**config.mk**
```make
export PLATFORM = sky130hd
export DESIGN_NAME = cpm_reg_master_flat
export DESIGN_NICKNAME = d
export VERILOG_FILES = /design/src/rtl/cpm_pkg.sv /design/src/rtl/cpm_reg_master_if.sv /design/src/rtl/cpm_reg_master.sv /design/src/flat_wrapper.sv
export SDC_FILE = /design/constraint.sdc
export NUM_CORES = 1
export LEC_CHECK = 0
export BUFFER_PORTS_ARGS = -buffer_cell sky130_fd_sc_hd__buf_2
export CORE_ASPECT_RATIO = 0.9
export CORE_MARGIN = 2
export CORE_UTILIZATION = 50
export CTS_CLUSTER_DIAMETER = 30
export DETAILED_ROUTE_END_ITERATION = 8
export HOLD_SLACK_MARGIN = 0.05
export PLACE_DENSITY = 0.77
export SETUP_SLACK_MARGIN = 0.05
export SLEW_MARGIN = 25
export SYNTH_ARGS = -nofsm -noshare
export SYNTH_HDL_FRONTEND = slang
export SYNTH_SLANG_ARGS = --single-unit
```
**constraint.sdc**
```tcl
create_clock -name clk -period 3.07 [get_ports clk]
set_clock_uncertainty 0.1 [all_clocks]
set_input_delay 0.1535 -clock clk [delete_from_list [all_inputs] [get_ports clk]]
set_output_delay 0.1535 -clock clk [all_outputs]
set_load 0.02 [all_outputs]
```
**src/rtl/cpm_pkg.sv**
```systemverilog
// Shared CPM definitions: command/status encodings, controller states and the CPM register map.
package cpm_pkg;

    typedef enum logic [1:0] {
        OP_WRITE = 2'd0,
        OP_READ  = 2'd1,
        OP_POLL  = 2'd2,
        OP_RSVD  = 2'd3
    } cpm_op_e;

    typedef enum logic [1:0] {
        ST_OK      = 2'd0,
        ST_TIMEOUT = 2'd1,
        ST_ERR     = 2'd2
    } cpm_status_e;

    typedef enum logic [1:0] {
        S_IDLE   = 2'd0,
        S_ACCESS = 2'd1,
        S_WAIT   = 2'd2,
        S_RESP   = 2'd3
    } cpm_state_e;

    localparam logic [7:0] CPM_ADDR_CTRL     = 8'h00;
    localparam logic [7:0] CPM_ADDR_STATUS   = 8'h04;
    localparam logic [7:0] CPM_ADDR_CLK_CFG  = 8'h08;
    localparam logic [7:0] CPM_ADDR_PWR_CFG  = 8'h0C;
    localparam logic [7:0] CPM_ADDR_PWR_STAT = 8'h10;
    localparam logic [7:0] CPM_ADDR_IRQ_EN   = 8'h14;
    localparam logic [7:0] CPM_ADDR_IRQ_STAT = 8'h18;
    localparam logic [7:0] CPM_ADDR_SCRATCH  = 8'h1C;

    function automatic logic poll_match(input logic [31:0] rdata,
                                        input logic [31:0] expected,
                                        input logic [31:0] mask);
        return ((rdata & mask) == (expected & mask));
    endfunction

endpackage

```
**src/rtl/cpm_reg_master_if.sv**
```systemverilog
// Command, response and register-bus signals of the CPM register master.
interface cpm_reg_master_if;
    logic        cmd_valid;
    logic        cmd_ready;
    logic [1:0]  cmd_op;
    logic [7:0]  cmd_addr;
    logic [31:0] cmd_wdata;
    logic [31:0] cmd_mask;

    logic        rsp_valid;
    logic        rsp_ready;
    logic [31:0] rsp_rdata;
    logic [1:0]  rsp_status;

    logic        req;
    logic        write_en;
    logic        gnt;
    logic [7:0]  addr;
    logic [31:0] wdata;
    logic [31:0] rdata;

    modport master (
        input  cmd_valid, cmd_op, cmd_addr, cmd_wdata, cmd_mask, rsp_ready, gnt, rdata,
        output cmd_ready, rsp_valid, rsp_rdata, rsp_status, req, write_en, addr, wdata
    );

    modport slave (
        output cmd_valid, cmd_op, cmd_addr, cmd_wdata, cmd_mask, rsp_ready, gnt, rdata,
        input  cmd_ready, rsp_valid, rsp_rdata, rsp_status, req, write_en, addr, wdata
    );
endinterface

```
**src/rtl/cpm_reg_master.sv**
```systemverilog
// Register-bus master: runs one WRITE, READ or masked POLL command at a time and returns a response.
//   state    | meaning
//   S_IDLE   | ready for a command
//   S_ACCESS | req held, waiting for gnt
//   S_WAIT   | idle gap between POLL reads (down-counter)
//   S_RESP   | response held until rsp_ready
module cpm_reg_master
    import cpm_pkg::*;
#(
    parameter int POLL_TIMEOUT  = 1024,
    parameter int POLL_INTERVAL = 4
) (
    input logic              clk,
    input logic              rst,
    cpm_reg_master_if.master bus
);

    localparam logic [15:0] TIMEOUT_CNT = 16'(POLL_TIMEOUT);
    localparam logic [7:0]  WAIT_LOAD   = (POLL_INTERVAL == 0) ? 8'd0 : 8'(POLL_INTERVAL - 1);

    cpm_state_e  state_q, state_d;
    cpm_op_e     op_q;
    cpm_op_e     cmd_op;
    cpm_status_e status_q;
    logic [7:0]  addr_q;
    logic [31:0] wdata_q;
    logic [31:0] mask_q;
    logic [31:0] rdata_q;
    logic [15:0] attempts_q;
    logic [7:0]  wait_cnt_q;
    logic        accept;
    logic        grant;
    logic        hit;
    logic        last_try;

    assign cmd_op   = cpm_op_e'(bus.cmd_op);
    assign accept   = (state_q == S_IDLE) && bus.cmd_valid && !rst;
    assign grant    = (state_q == S_ACCESS) && bus.gnt;
    assign hit      = poll_match(bus.rdata, wdata_q, mask_q);
    assign last_try = (attempts_q + 16'd1) == TIMEOUT_CNT;

    always_ff @(posedge clk) begin
        if (rst) begin
            state_q <= S_IDLE;
        end else begin
            state_q <= state_d;
        end
    end

    always_comb begin
        state_d = state_q;
        unique case (state_q)
            S_IDLE: begin
                if (accept) begin
                    state_d = (cmd_op == OP_RSVD) ? S_RESP : S_ACCESS;
                end
            end
            S_ACCESS: begin
                if (grant) begin
                    if (op_q != OP_POLL || hit || last_try) begin
                        state_d = S_RESP;
                    end else if (POLL_INTERVAL != 0) begin
                        state_d = S_WAIT;
                    end
                end
            end
            S_WAIT: begin
                if (wait_cnt_q == 8'd0) begin
                    state_d = S_ACCESS;
                end
            end
            S_RESP: begin
                if (bus.rsp_ready) begin
                    state_d = S_IDLE;
                end
            end
            default: state_d = S_IDLE;
        endcase
    end

    always_ff @(posedge clk) begin
        if (rst) begin
            op_q       <= OP_WRITE;
            status_q   <= ST_OK;
            addr_q     <= 8'h00;
            wdata_q    <= 32'h0;
            mask_q     <= 32'h0;
            rdata_q    <= 32'h0;
            attempts_q <= 16'h0;
            wait_cnt_q <= 8'h0;
        end else begin
            if (accept) begin
                op_q       <= cmd_op;
                addr_q     <= bus.cmd_addr;
                wdata_q    <= bus.cmd_wdata;
                mask_q     <= bus.cmd_mask;
                attempts_q <= 16'h0;
                rdata_q    <= 32'h0;
                status_q   <= (cmd_op == OP_RSVD) ? ST_ERR : ST_OK;
            end
            if (grant) begin
                if (op_q == OP_READ) begin
                    rdata_q <= bus.rdata;
                end
                if (op_q == OP_POLL) begin
                    attempts_q <= attempts_q + 16'd1;
                    if (hit) begin
                        rdata_q <= bus.rdata;
                    end else if (last_try) begin
                        rdata_q  <= bus.rdata;
                        status_q <= ST_TIMEOUT;
                    end else begin
                        wait_cnt_q <= WAIT_LOAD;
                    end
                end
            end
            if (state_q == S_WAIT && wait_cnt_q != 8'd0) begin
                wait_cnt_q <= wait_cnt_q - 8'd1;
            end
        end
    end

    // Bus outputs are zero outside ACCESS so the slave never sees stale address/data.
    assign bus.cmd_ready  = (state_q == S_IDLE) && !rst;
    assign bus.req        = (state_q == S_ACCESS);
    assign bus.write_en   = bus.req && (op_q == OP_WRITE);
    assign bus.addr       = bus.req ? addr_q : 8'h00;
    assign bus.wdata      = bus.write_en ? wdata_q : 32'h0;
    assign bus.rsp_valid  = (state_q == S_RESP);
    assign bus.rsp_rdata  = rdata_q;
    assign bus.rsp_status = status_q;

endmodule

```
**src/flat_wrapper.sv**
```systemverilog
// flat-port wrapper written by rule: the top's interface ports become plain ports
module cpm_reg_master_flat import cpm_pkg::*;
#(
    parameter int POLL_TIMEOUT  = 1024,
    parameter int POLL_INTERVAL = 4
)
  (clk, rst, bus_cmd_valid, bus_cmd_op, bus_cmd_addr, bus_cmd_wdata, bus_cmd_mask, bus_rsp_ready, bus_gnt, bus_rdata, bus_cmd_ready, bus_rsp_valid, bus_rsp_rdata, bus_rsp_status, bus_req, bus_write_en, bus_addr, bus_wdata);
  cpm_reg_master_if bus_i ();
  input logic clk;
  input logic rst;
  input wire logic [$bits(bus_i.cmd_valid)-1:0] bus_cmd_valid;
  input wire logic [$bits(bus_i.cmd_op)-1:0] bus_cmd_op;
  input wire logic [$bits(bus_i.cmd_addr)-1:0] bus_cmd_addr;
  input wire logic [$bits(bus_i.cmd_wdata)-1:0] bus_cmd_wdata;
  input wire logic [$bits(bus_i.cmd_mask)-1:0] bus_cmd_mask;
  input wire logic [$bits(bus_i.rsp_ready)-1:0] bus_rsp_ready;
  input wire logic [$bits(bus_i.gnt)-1:0] bus_gnt;
  input wire logic [$bits(bus_i.rdata)-1:0] bus_rdata;
  output wire logic [$bits(bus_i.cmd_ready)-1:0] bus_cmd_ready;
  output wire logic [$bits(bus_i.rsp_valid)-1:0] bus_rsp_valid;
  output wire logic [$bits(bus_i.rsp_rdata)-1:0] bus_rsp_rdata;
  output wire logic [$bits(bus_i.rsp_status)-1:0] bus_rsp_status;
  output wire logic [$bits(bus_i.req)-1:0] bus_req;
  output wire logic [$bits(bus_i.write_en)-1:0] bus_write_en;
  output wire logic [$bits(bus_i.addr)-1:0] bus_addr;
  output wire logic [$bits(bus_i.wdata)-1:0] bus_wdata;
  assign bus_i.cmd_valid = bus_cmd_valid;
  assign bus_i.cmd_op = bus_cmd_op;
  assign bus_i.cmd_addr = bus_cmd_addr;
  assign bus_i.cmd_wdata = bus_cmd_wdata;
  assign bus_i.cmd_mask = bus_cmd_mask;
  assign bus_i.rsp_ready = bus_rsp_ready;
  assign bus_i.gnt = bus_gnt;
  assign bus_i.rdata = bus_rdata;
  assign bus_cmd_ready = bus_i.cmd_ready;
  assign bus_rsp_valid = bus_i.rsp_valid;
  assign bus_rsp_rdata = bus_i.rsp_rdata;
  assign bus_rsp_status = bus_i.rsp_status;
  assign bus_req = bus_i.req;
  assign bus_write_en = bus_i.write_en;
  assign bus_addr = bus_i.addr;
  assign bus_wdata = bus_i.wdata;
  cpm_reg_master #(.POLL_TIMEOUT(POLL_TIMEOUT), .POLL_INTERVAL(POLL_INTERVAL)) u_core (.clk(clk), .rst(rst), .bus(bus_i));
endmodule
```
# Word level (Yosys, flattened, before mapping)
# Cells that the tools add are included.
dict set report totals {
  regBits 134
  input_bits 111
  output_inout_bits 78
  wordCells 74
}
dict set report classes {
  n_addsub 2
  n_eq_ne 15
  n_mux 29
  bitwise_logic 2
  n_reduce_logical 17
}
# operator count
set op_table {}
lappend op_table {{32-bit 2-to-1 mux} 7}
lappend op_table {{32-bit bitwise AND} 2}
lappend op_table {{16-bit 2-to-1 mux} 3}
lappend op_table {{8-bit 2-to-1 mux} 6}
lappend op_table {{32-bit equality test} 1}
lappend op_table {{2-bit 2-to-1 mux} 11}
lappend op_table {{16-bit by 1-bit adder with 16-bit output, second input constant} 1}
lappend op_table {{16-bit by 11-bit equality test with 1-bit output, second input constant} 1}
lappend op_table {{2-bit inequality test, second input constant} 5}
lappend op_table {{2-bit equality test, second input constant} 4}
lappend op_table {{8-bit logical NOT} 1}
lappend op_table {{2-bit one-hot mux with 4 select lines} 1}
lappend op_table {{4-bit AND reduction} 2}
lappend op_table {{8-bit nonzero test} 1}
lappend op_table {{8-bit by 1-bit subtractor with 8-bit output, second input constant} 1}
lappend op_table {{1-bit logical AND} 6}
lappend op_table {{2-bit by 1-bit equality test with 1-bit output, second input constant} 2}
lappend op_table {{2-bit logical NOT} 2}
lappend op_table {{2-bit by 1-bit inequality test with 1-bit output, second input constant} 2}
lappend op_table {{2-bit nonzero test} 2}
lappend op_table {{1-bit logical OR} 2}
lappend op_table {{1-bit logical NOT} 1}
lappend op_table {{1-bit 2-to-1 mux} 1}

# Longest topological paths before layout
# Gate-level depths: netlist (run 1).
dict set report depth {
  ltp_word 9
  ltp_mapped 9
  depth_no_buf 8
}

# Worst setup path before layout (run 1)
# Ideal clock, no wire load.
dict set report synth_path {
  path_type {reg2reg}
  start {register u_core.attempts_q[0]}
  end {register u_core.rdata_q[15] (netlist: u_core.bus.rsp_rdata[15])}
  setup_ns 0.070
  arrival_ns 2.252
  t_required_ns 2.900
  setup_slack_ns 0.648
  path_stages_with_launch 10
  path_buffers 1
  period_less_slack_ns 2.422
  path_cell_list {dfxtp_1 ha_1 nand2_1 nor3_1 mux2_2 nor2_1 a311o_2 buf_4 nand3_1 a21oi_2}
}
dict set report synth_via {
  elab_chain_len 6
}
# item line
set synth_rtl {}
lappend synth_rtl {{start: declaration} cpm_reg_master.sv:29} ;# logic [15:0] attempts_q;
lappend synth_rtl {{start signal: assignment} cpm_reg_master.sv:106} ;# attempts_q <= attempts_q + 16'd1;
lappend synth_rtl {{16-bit by 1-bit adder with 16-bit output} cpm_reg_master.sv:40} ;# assign last_try = (attempts_q + 16'd1) == TIMEOUT_CNT;
lappend synth_rtl {{16-bit by 11-bit equality test with 1-bit output} cpm_reg_master.sv:40}
lappend synth_rtl {{32-bit 2-to-1 mux} cpm_reg_master.sv:109} ;# end else if (last_try) begin
lappend synth_rtl {{32-bit 2-to-1 mux} cpm_reg_master.sv:107} ;# if (hit) begin
lappend synth_rtl {{32-bit 2-to-1 mux} cpm_reg_master.sv:105} ;# if (op_q == OP_POLL) begin
lappend synth_rtl {{32-bit 2-to-1 mux} cpm_reg_master.sv:101} ;# if (grant) begin
lappend synth_rtl {{end signal: assignment} cpm_reg_master.sv:103} ;# rdata_q <= bus.rdata;
lappend synth_rtl {{end signal: assignment} cpm_reg_master.sv:108} ;# rdata_q <= bus.rdata;
lappend synth_rtl {{end signal: assignment} cpm_reg_master.sv:110} ;# rdata_q <= bus.rdata;
lappend synth_rtl {{end: declaration} cpm_reg_master.sv:28} ;# logic [31:0] rdata_q;
# Every way passes these cells.
# A chain may end at the register's enable or synchronous reset.

# Final worst setup path (run 1)
dict set report layout_path {
  start {register u_core.attempts_q[0]}
  end {register u_core.rdata_q[16] (netlist: u_core.bus.rsp_rdata[16])}
}
# The elaborated chain is that of the path after synthesis.

==> results of run 1 <==
[cells by family after synthesis]
| family | after synthesis |
|---|---|
| AND/OR/NAND/NOR | 404 |
| adder cells (fa/ha/maj) | 3 |
| AO/OA/AOI/OAI | 150 |
| flip-flops | 134 |
| multiplexers | 2 |
| buffers and inverters | 67 |
| XOR/XNOR | 39 |
[per-layer routing]
metal  share of wire  GRT usage  vias to the layer above
met5               0          0                        -
met4           0.030      0.132                        0
met3           0.075     0.0735                       67
met2            0.49      0.515                      353
met1            0.40      0.391                     3406
li1                -          -                     3327
[area by class of cell]
type / instances / area, µm² / area share
Sequential cell: 134 / 2680 / 0.278
Timing Repair Buffer: 321 / 2240 / 0.232
Clock inverter: 9 / 148 / 0.0153
Inverter: 5 / 18.8 / 0.00195
Tap cell: 168 / 210 / 0.0218
Multi-Input combinational cell: 598 / 3870 / 0.401
Clock buffer: 23 / 478 / 0.0496
[flip-flops by register name (all words and copies together), names as in the netlist]
register	cells
u_core.bus.rsp_rdata	32
u_core.mask_q	32
u_core.wdata_q	32
u_core.attempts_q	16
u_core.addr_q	8
u_core.wait_cnt_q	8
u_core.bus.rsp_status	2
u_core.op_q	2
u_core.state_q	2
[critical path, delay by kind of cell (launching register included)]
kind | cells | cell delay (ns)
compound gates | 2 | 0.40
simple gates | 4 | 0.91
buf+inv | 1 | 0.27
mux | 1 | 0.41
fa+ha+maj | 1 | 0.24
flops | 1 | 0.42
[cell usage after synthesis (all sizes together) (2+ instances only)]
master / count
a211oi: 3
a21oi: 54
a22o: 2
a22oi: 20
a311oi: 5
a31o: 2
a31oi: 5
and2: 43
and3: 5
buf: 27
clkbuf: 31
dfxtp: 134
dlygate4sd3: 2
ha: 3
inv: 5
nand2: 168
nand2b: 4
nand3: 45
nand3b: 76
nand4: 6
nor2: 33
nor2b: 4
nor3: 9
nor4: 6
o211ai: 36
o21ai: 16
o31a: 2
or2: 2
xnor2: 3
xor2: 36
[timing repair]
action	4_1_cts	5_1_grt
setup buffers	0	2
hold buffers	109	0
setup endpoints to repair	0	9
endpoints found under the hold margin	108	0
[final timing paths]
check / slack (ns) / cells past startpoint / start / endpoint
setup / recovery: 0.24 / 9 / u_core.attempts_q[0] / u_core.bus.rsp_rdata[16]
hold / removal: 0.09 / 3 / rst / u_core.wdata_q[2]
setup reg to reg: 0.24 / 9 / u_core.attempts_q[0] / u_core.bus.rsp_rdata[16]
hold reg to reg: 0.37 / 2 / u_core.addr_q[3] / u_core.addr_q[3]
[power by group]
part	switching, W	internal, W
clock	0.000745	0.00142
sequential	0.000222	0.00198
combinational	0.00122	0.000782
total	0.00219	0.00418
[stage by stage]
step	power (W)	std cells	instance area, µm²	util
after floorplan	0.00353	799	6900	-
after global placement	0.00400	1115	7910	0.590
after detailed placement	0.00403	1115	7910	0.590
after CTS	0.00628	1256	9630	0.718
after global routing	0.00666	1258	9640	0.719
final	0.00637	1258	9640	0.719
==> run_results.csv, run 1 <==
group,metric,value,unit
sta,max_freq,0.353,GHz
synth,synth-adder-area-share,0.00544,
critical_path,critical_path.endpoint_type,"flip-flop",
finish,finalNetCount,1191,
floorplanning,fp.dieArea,14700,µm²
sta,fin_worst_hold_slack,0.0947,ns
synth,main_combinational_cell_family_by_area_after_synthesis,"simple AND/OR/NAND/NOR gates",
synth,synthDistinctLibCells,57,
floorplanning,die_width,128,µm
synth,synth.area.mux_share,0.00308,
cts,post_cts.resized_instances,0,
synth,synthXorXnorAreaFrac,0.0495,
placed_design,place_worst_setup_slack,0.214,ns
synth,synth_enable_flop_cells,0,
cts,cts_tree,"built",
floorplanning,top_level_ports,189,
placed_design,post-dp-hpwl,14000,µm
sta,grt_setup_unrepaired,"no",
critical_path,cp-start-kind,"flip-flop",
sta,total_setup_violations_reported_at_the_end_of_the_flow,0,
finish,area_delta_synth_final,39.9,%
sta,fin_tns_setup,0,ns
sta,number_of_endpoints_with_negative_hold_slack_in_the_final_report,0,
synth,yosysSeqAreaShare,0.389,
worst_hold_path,min-delay-path-class,"in -> reg",
floorplanning,overall_die_height,115,µm
floorplanning,fp.coreArea,13400,µm²
synth,ys_seq_elements,134,
grt,global_route_wire_length_before_repair,35600,µm
cts,cts.clk_slew.worst_paths,0.06,ns
floorplanning,initial_standard_cell_utilization_of_the_core,0.514,
synth,synth_compound_gate_area_share,0.181,
finish,mostFrequentLayoutCell,"buf_2",
synth,postSynthNetCount,913,
critical_path,critical_path_arrival,3.07,ns
critical_path,critical_path_required_time,3.31,ns
placed_design,global_placer_s_final_weighted_congestion,0.904,
finish,post_route_cells_drive_above_1_share,0.305,
synth,synthSimpleGateAreaFrac,0.318,
route,drcViolationCount,0,
synth,synth.yosys.warnings,0,
finish,n_fill_cell,925,
floorplanning,floorplan.rows,40,
sta,tightest_slew,0.718,ns
grt,grt_overflow,0,
outcome,status,"completed",
critical_path,timing.critical_path.cells,"ha_1 -> nand2_1 -> nor3_1 -> mux2_2 -> nor2_1 -> a311o_2 -> buf_4 -> nand3_2 -> a21oi_2",
synth,avgSynthCellArea,8.63,µm²
synth,synth.area.top_cells,"dfxtp_1, nand2_1, nand3b_1, o211ai_2, xor2_1",
cts,cts.htree.levels,4,
route,wl_per_cell,18.4,µm
power_and_ir_drop,leakage,4.32,nW
finish,inserted_diodes,0,
cts,clock_tree.buffer_depth,2,
route,first_iter_violations,790,
route,route.antenna.remaining_nets,0,
cts,numClockSinks,134,
grt,first_global_vias,6888,
route,via_per_inst,5.69,
synth,syn_area,6900,µm²
grt,track_usage,0.311,
power_and_ir_drop,powerDensity,661,nW/µm²
grt,grt_antenna_before_repair,0,
synth,ys.flop_type,"dfxtp_1",
route,dr_total_vias,7153,
critical_path,timing.critical_path.fanout_max,19,
cts,cts_made_buffers,17,
sta,slew_headroom,0.519,
cts,ctsRootBufferMaster,"clkbuf_16",
route,drt_wl_total,23100,µm
sta,slew_violations,0,
placed_design,buffer_ports.inserted,188,
synth,ys_async_sr_fraction,0,
critical_path,classification_of_the_worst_setup_path,"reg -> reg",
critical_path,slowest_delay,0.42,ns
sta,setup_slack,0.239,ns
flow_run,drv.max_cap_violation_count,0,
finish,most-common-layout-cells,"buf_2, nand2_1, dfxtp_1, dlygate4sd3_1, nand3b_1",
synth,yosys.area.top_type,"dfxtp_1",
sta,period_needed,2.83,ns
synth,synth_top_area_frac,0.389,
sta,timing.final.crit_share,0.922,
critical_path,crit_slowest_cell,"dfxtp_1",
synth,cells_after_synth,799,
route,number_of_optimization_iterations_in_the_first_detailed_route_pass,6,
cts,worst_skew_pair.late_latency,0.42,ns
power_and_ir_drop,peakVddDrop,464,µV
grt,grt_max_degree,66,
No activity file was read; power rests on OpenSTA's default activity.
==> inputs of run 2 (changes only) <==
- CORE_UTILIZATION: 50 -> 48
- clock period: 3.07 -> 2.5 ns (I/O delays scaled with it)
==> run 2 against run 1 <==
Combinational power rose by 36%. Flip-flop and latch count did not move. Final area is 3.6% higher. Clock power up 31%. Register-to-register slack worse by 0.17 ns. Sequential power increased by 22%. Die area grew 4.0%. Non-clock buffer count grew 18. Wire length rose by 0.23%. Sequential share of layout area decreased by 0.89 points.
==> run_results.csv, run 2 (synthesis results as in run 1) <==
group,metric,value,unit
finish,final_cell_area,9990,µm²
sta,total_setup_violations_reported_at_the_end_of_the_flow,0,
grt,first_global_vias,6704,
critical_path,most_frequent_cell_on_the_critical_path,"buf_4",
cts,cts_made_buffers,17,
grt,grt_overflow,0,
route,drt_wl_total,23100,µm
sta,max_freq,0.411,GHz
cts,worst_skew_pair.late_latency,0.43,ns
outcome,status,"completed",
critical_path,critical_path_required_time,2.68,ns
critical_path,critical_path_arrival,2.61,ns
route,route.antenna.remaining_nets,0,
finish,area_delta_synth_final,44.9,%
route,wl_per_cell,17.8,µm
power_and_ir_drop,powerDensity,823,nW/µm²
placed_design,buffer_ports.inserted,188,
critical_path,timing.critical_path.fanout_max,7,
flow_run,drv.max_cap_violation_count,0,
cts,clock_tree.buffer_depth,2,
finish,post_route_cells_drive_above_1_share,0.329,
floorplanning,floorplan.rows,41,
route,drcViolationCount,0,
worst_hold_path,min-delay-path-class,"in -> reg",
sta,fin_worst_hold_slack,0.0670,ns
sta,tightest_slew,0.744,ns
critical_path,critical_path.n_buffers_inverters,5,
sta,number_of_endpoints_with_negative_hold_slack_in_the_final_report,0,
critical_path,critical_path.endpoint_type,"flip-flop",
finish,area_taken_by_multi_input_logic_gates,3920,µm²
critical_path,timing.critical_path.max_delay_family,"buffers and inverters",
grt,global_route_wire_length_before_repair,35200,µm
power_and_ir_drop,peakVddDrop,542,µV
grt,grt_max_degree,110,
sta,timing.final.crit_share,0.973,
placed_design,place_area,8070,µm²
floorplanning,fp.coreArea,14100,µm²
cts,cts_tree,"built",
route,first_iter_violations,691,
route,dr_total_vias,7141,
floorplanning,top_level_ports,189,
cts,ctsRootBufferMaster,"clkbuf_16",
route,via_per_inst,5.48,
cts,cts.htree.levels,4,
critical_path,classification_of_the_worst_setup_path,"in -> reg",
placed_design,post-dp-hpwl,13700,µm
finish,finalNetCount,1209,
sta,slew_headroom,0.504,
finish,mostFrequentLayoutCell,"buf_2",
critical_path,slowest_delay,0.54,ns
floorplanning,initial_standard_cell_utilization_of_the_core,0.491,
finish,seqCellArea,2690,µm²
cts,cts.clk_slew.worst_paths,0.06,ns
route,number_of_optimization_iterations_in_the_first_detailed_route_pass,6,
grt,grt_antenna_before_repair,2,
finish,n_fill_cell,1039,
floorplanning,overall_die_height,118,µm
placed_design,global_placer_s_final_weighted_congestion,0.946,
grt,track_usage,0.294,
power_and_ir_drop,leakage,4.48,nW
critical_path,cp-start-kind,"input pin",
sta,grt_setup_unrepaired,"yes",
finish,most-common-layout-cells,"buf_2, nand2_1, dfxtp_1, dlygate4sd3_1, nand3b_1",
cts,numClockSinks,134,
sta,slew_violations,0,
sta,period_needed,2.43,ns
floorplanning,fp.dieArea,15300,µm²
critical_path,timing.critical_path.cells,"dlygate4sd3_1 -> buf_2 -> xor2_1 -> a22oi_1 -> nand4_1 -> nor4_2 -> buf_4 -> a311oi_4 -> buf_4 -> buf_12 -> o211ai_1 -> a21oi_1",
floorplanning,die_width,130,µm
critical_path,crit_slowest_cell,"dlygate4sd3_1",
## run 2: changes by cell type in the layout (fill, tap and decap cells not counted), sizes merged
cell         delta
buf            +15
inv             +3
diode           +2
bufinv          +1
clkinv          -1
clkinvlp        -1
dlygate4sd3     +1
## run 2: layout make-up
class,instances,share of cell area
Inverter,5,0.00188
Antenna cell,2,0.000501
Multi-Input combinational cell,598,0.393
Clock inverter,11,0.0192
Tap cell,193,0.0242
Timing Repair Buffer,339,0.245
Clock buffer,21,0.0471
Sequential cell,134,0.269
## run 2: final timing paths
check | from | to | slack, ns | cells past startpoint
worst max-delay path | bus_rdata[10] | u_core.bus.rsp_rdata[0] | 0.07 | 12
worst min-delay path | rst | u_core.wdata_q[5] | 0.07 | 3
worst max register to register | u_core.attempts_q[0] | u_core.bus.rsp_rdata[0] | 0.07 | 11
worst min register to register | u_core.bus.rsp_status[0] | u_core.bus.rsp_status[0] | 0.36 | 2
## run 2: metrics by stage
stage	setup TNS (ns)	total power, W	utilization	std cells	setup WS, ns
global route	-0.0178	0.00860	0.711	1303	-0.0178
CTS	0	0.00797	0.699	1293	0.0574
global placement	0	0.00502	0.574	1151	0.124
finish	0	0.00822	0.711	1303	0.0672
floorplan	0	0.00434	-	799	0.0778
detailed placement	0	0.00503	0.574	1151	0.0288
## run 2: repair_timing
| action | CTS | global route |
|---|---|---|
| gates cloned | 0 | 2 |
| hold endpoints to repair | 108 | 0 |
| endpoints found under the setup margin | 17 | 39 |
| gates resized for setup | 2 | 14 |
| buffers inserted | 0 | 6 |
| pin swaps | 1 | 4 |
| hold buffers | 110 | 0 |
## run 2: power breakdown
part	leakage [nW]	switching, W	total (W)	internal, W
logic	3.06	0.00157	0.00271	0.00114
registers	1.09	0.000265	0.00270	0.00243
clock network	0.328	0.000965	0.00282	0.00185
total	4.48	0.00280	0.00822	0.00542
## run 2: worst min-delay path, stage by stage
cell,delay (ns)
buf_4,0.20
nand3b_1,0.18
nand2_1,0.06
## run 2: per-layer routing
layer | GRT usage | share of wire | vias to the layer above
met5 | 0 | 0 | -
met4 | 0.138 | 0.040 | 0
met3 | 0.0664 | 0.070 | 81
met2 | 0.467 | 0.47 | 349
met1 | 0.378 | 0.42 | 3331
li1 | - | - | 3380
==> inputs of run 3 (changes only) <==
- BUFFER_PORTS_ARGS: -buffer_cell sky130_fd_sc_hd__buf_2 -> unset
- CORE_UTILIZATION: 48 -> 50
- DONT_BUFFER_PORTS: unset -> 1
- PLACE_DENSITY: 0.77 -> 0.68
==> run 3 against run 2 <==
Die area down 3.9%. Via count down 2.9%. Cell count down 10%. Sequential share of layout area up 0.37 points. Non-clock buffer count down 103. Hold slack better by 0.019 ns. Final area down 0.76%. First-iteration DRC count down 1.9%. Register-to-register slack better by 0.05 ns. Critical path depth down 4. Total power up 2.4%. Critical path type is now reg -> reg. Largest cell class unchanged. Highest routed layer unchanged.
==> run_results.csv, run 3 (synthesis results as in run 1) <==
group,metric,value,unit
outcome,status,"completed",
floorplanning,floorplan.rows,40,
route,route.antenna.remaining_nets,0,
grt,grt_antenna_before_repair,0,
grt,grt_max_degree,87,
power_and_ir_drop,final_total_pwr,0.00842,W
route,wl_per_cell,20.6,µm
sta,max_freq,0.420,GHz
finish,finalNetCount,1106,
sta,grt_setup_unrepaired,"no",
finish,final_util,0.739,
route,drcViolationCount,0,
cts,cts_tree,"built",
critical_path,rr_endpoint,"u_core.bus.rsp_rdata[2]",
finish,inserted_diodes,0,
finish,most-common-layout-cells,"dlygate4sd3_1, nand2_1, dfxtp_1, nand3b_1, and2_1",
power_and_ir_drop,power_frac_seq,0.323,
finish,n_fill_cell,905,
finish,mostFrequentLayoutCell,"dlygate4sd3_1",
finish,area_delta_synth_final,43.8,%
route,first_iter_violations,678,
cts,worst_skew_pair.late_latency,0.43,ns
critical_path,cp-endpoint,"u_core.bus.rsp_rdata[2]",
floorplanning,initial_standard_cell_utilization_of_the_core,0.514,
sta,tightest_slew,1.02,ns
power_and_ir_drop,power_frac_comb,0.346,
power_and_ir_drop,clkPwrFrac,0.331,
power_and_ir_drop,powerDensity,849,nW/µm²
critical_path,classification_of_the_worst_setup_path,"reg -> reg",
floorplanning,fp.coreArea,13400,µm²
placed_design,place_worst_setup_slack,-0.00226,ns
sta,slew_headroom,0.320,
placed_design,buffer_ports.inserted,0,
sta,period_needed,2.38,ns
critical_path,critical_path_arrival,2.58,ns
critical_path,critical_path_required_time,2.70,ns
critical_path,cp-start-kind,"flip-flop",
critical_path,worst-r2r-setup-slack,0.12,ns
flow_run,drv.max_cap_violation_count,0,
critical_path,timing.critical_path.fanout_max,32,
placed_design,dpl.cell_count,939,
cts,ctsRootBufferMaster,"clkbuf_16",
route,drt_wl_total,24200,µm
sta,setup_slack,0.117,ns
placed_design,post-dp-hpwl,13400,µm
cts,cts.clk_slew.worst_paths,0.06,ns
route,dr_total_vias,6933,
power_and_ir_drop,p_switching,0.00290,W
power_and_ir_drop,internal_power,0.00551,W
sta,total_setup_violations_reported_at_the_end_of_the_flow,0,
route,number_of_optimization_iterations_in_the_first_detailed_route_pass,5,
power_and_ir_drop,leakage,4.12,nW
power_and_ir_drop,peakVddDrop,652,µV
finish,post_route_cells_drive_above_1_share,0.190,
finish,non_filler_cells_final,1173,
grt,track_usage,0.325,
critical_path,critical_path.reg2reg.startpoint,"u_core.attempts_q[2]",
cts,cts_made_buffers,17,
placed_design,global_placer_s_final_weighted_congestion,0.961,
critical_path,reg2regPathDepth,8,
sta,timing.final.crit_share,0.953,
worst_hold_path,min-delay-path-class,"in -> reg",
floorplanning,top_level_ports,189,
cts,cts.htree.levels,4,
sta,number_of_endpoints_with_negative_hold_slack_in_the_final_report,0,
cts,numClockSinks,134,
grt,global_route_wire_length_before_repair,37100,µm
power_and_ir_drop,switching_share,0.345,
critical_path,timing.critical_path.from,"u_core.attempts_q[2]",
grt,first_global_vias,6976,
floorplanning,overall_die_height,115,µm
cts,clock_tree.buffer_depth,2,
finish,final_cell_area,9910,µm²
worst_hold_path,timing.hold.worst_path_depth,3,
critical_path,critical_path.endpoint_type,"flip-flop",
floorplanning,die_width,128,µm
grt,grt_overflow,0,
placed_design,place_area,7090,µm²
sta,slew_violations,0,
floorplanning,fp.dieArea,14700,µm²
route,via_per_inst,5.91,
run 3: cell types whose count changed in the layout (fill, tap and decap cells not counted), sizes merged:
cell,before,now
diode,2,0
clkbuf,23,19
buf,227,42
clkinv,3,5
inv,8,6
dlygate4sd3,110,194
clkinvlp,0,2
run 3: how the worst min path moves through the flow:
stage | start | endpoint | slack [ns]
finish | bus_cmd_valid | u_core.attempts_q[5] | 0.09
global route | bus_cmd_valid | u_core.attempts_q[12] | 0.12
CTS | bus_cmd_valid | u_core.attempts_q[5] | 0.06
detailed placement | rst | u_core.state_q[1] | 0.11
global placement | rst | u_core.state_q[0] | 0.11
floorplan | bus_cmd_addr[0] | u_core.addr_q[0] | 0.12
run 3: per-layer routing:
metal,up-vias,wire (µm),global-route usage
met5,-,0,0
met4,0,896,0.152
met3,76,2060,0.0996
met2,376,11400,0.523
met1,3325,9850,0.402
li1,3156,-,-
run 3: timing repair:
action / 4_1_cts / 5_1_grt
gates cloned: 1 / 0
hold buffers: 195 / 0
setup endpoints to repair: 32 / 112
resized for setup: 14 / 31
pin swaps: 3 / 8
buffers inserted: 2 / 4
endpoints found under the hold margin: 134 / 0
run 3: layout make-up:
cell class | count | area, µm² | share of cell area
clock buffer | 19 | 443 | 0.0447
multi-input combinational | 598 | 3950 | 0.399
timing repair buffer | 236 | 2380 | 0.240
sequential | 134 | 2710 | 0.273
inverter | 5 | 18.8 | 0.00189
tap | 168 | 210 | 0.0212
clock inverter | 13 | 203 | 0.0204
run 3: stage by stage:
stage	hold slack [ns]	TNS, ns
after floorplan	0.124	0
after global placement	0.108	0
after detailed placement	0.113	-0.00413
after CTS	0.0619	0
after global routing	0.118	0
final	0.0865	0
run 3: worst max-delay path: stages (launching register included):
cell	delay (ns)
dfxtp_2	0.39
nand3_4	0.13
nor4_4	0.32
xor2_1	0.24
and4b_4	0.25
a311o_2	0.41
buf_12	0.19
nand3_1	0.14
a21oi_2	0.06
run 3: power groups by stage:
stage | clock, W | combinational [W] | sequential [W]
final | 0.00278 | 0.00291 | 0.00272
after global routing | 0.00289 | 0.00311 | 0.00275
after CTS | 0.00277 | 0.00274 | 0.00270
after global placement | 0 | 0.00206 | 0.00272
after detailed placement | 0 | 0.00214 | 0.00274
after floorplan | 0 | 0.00168 | 0.00266
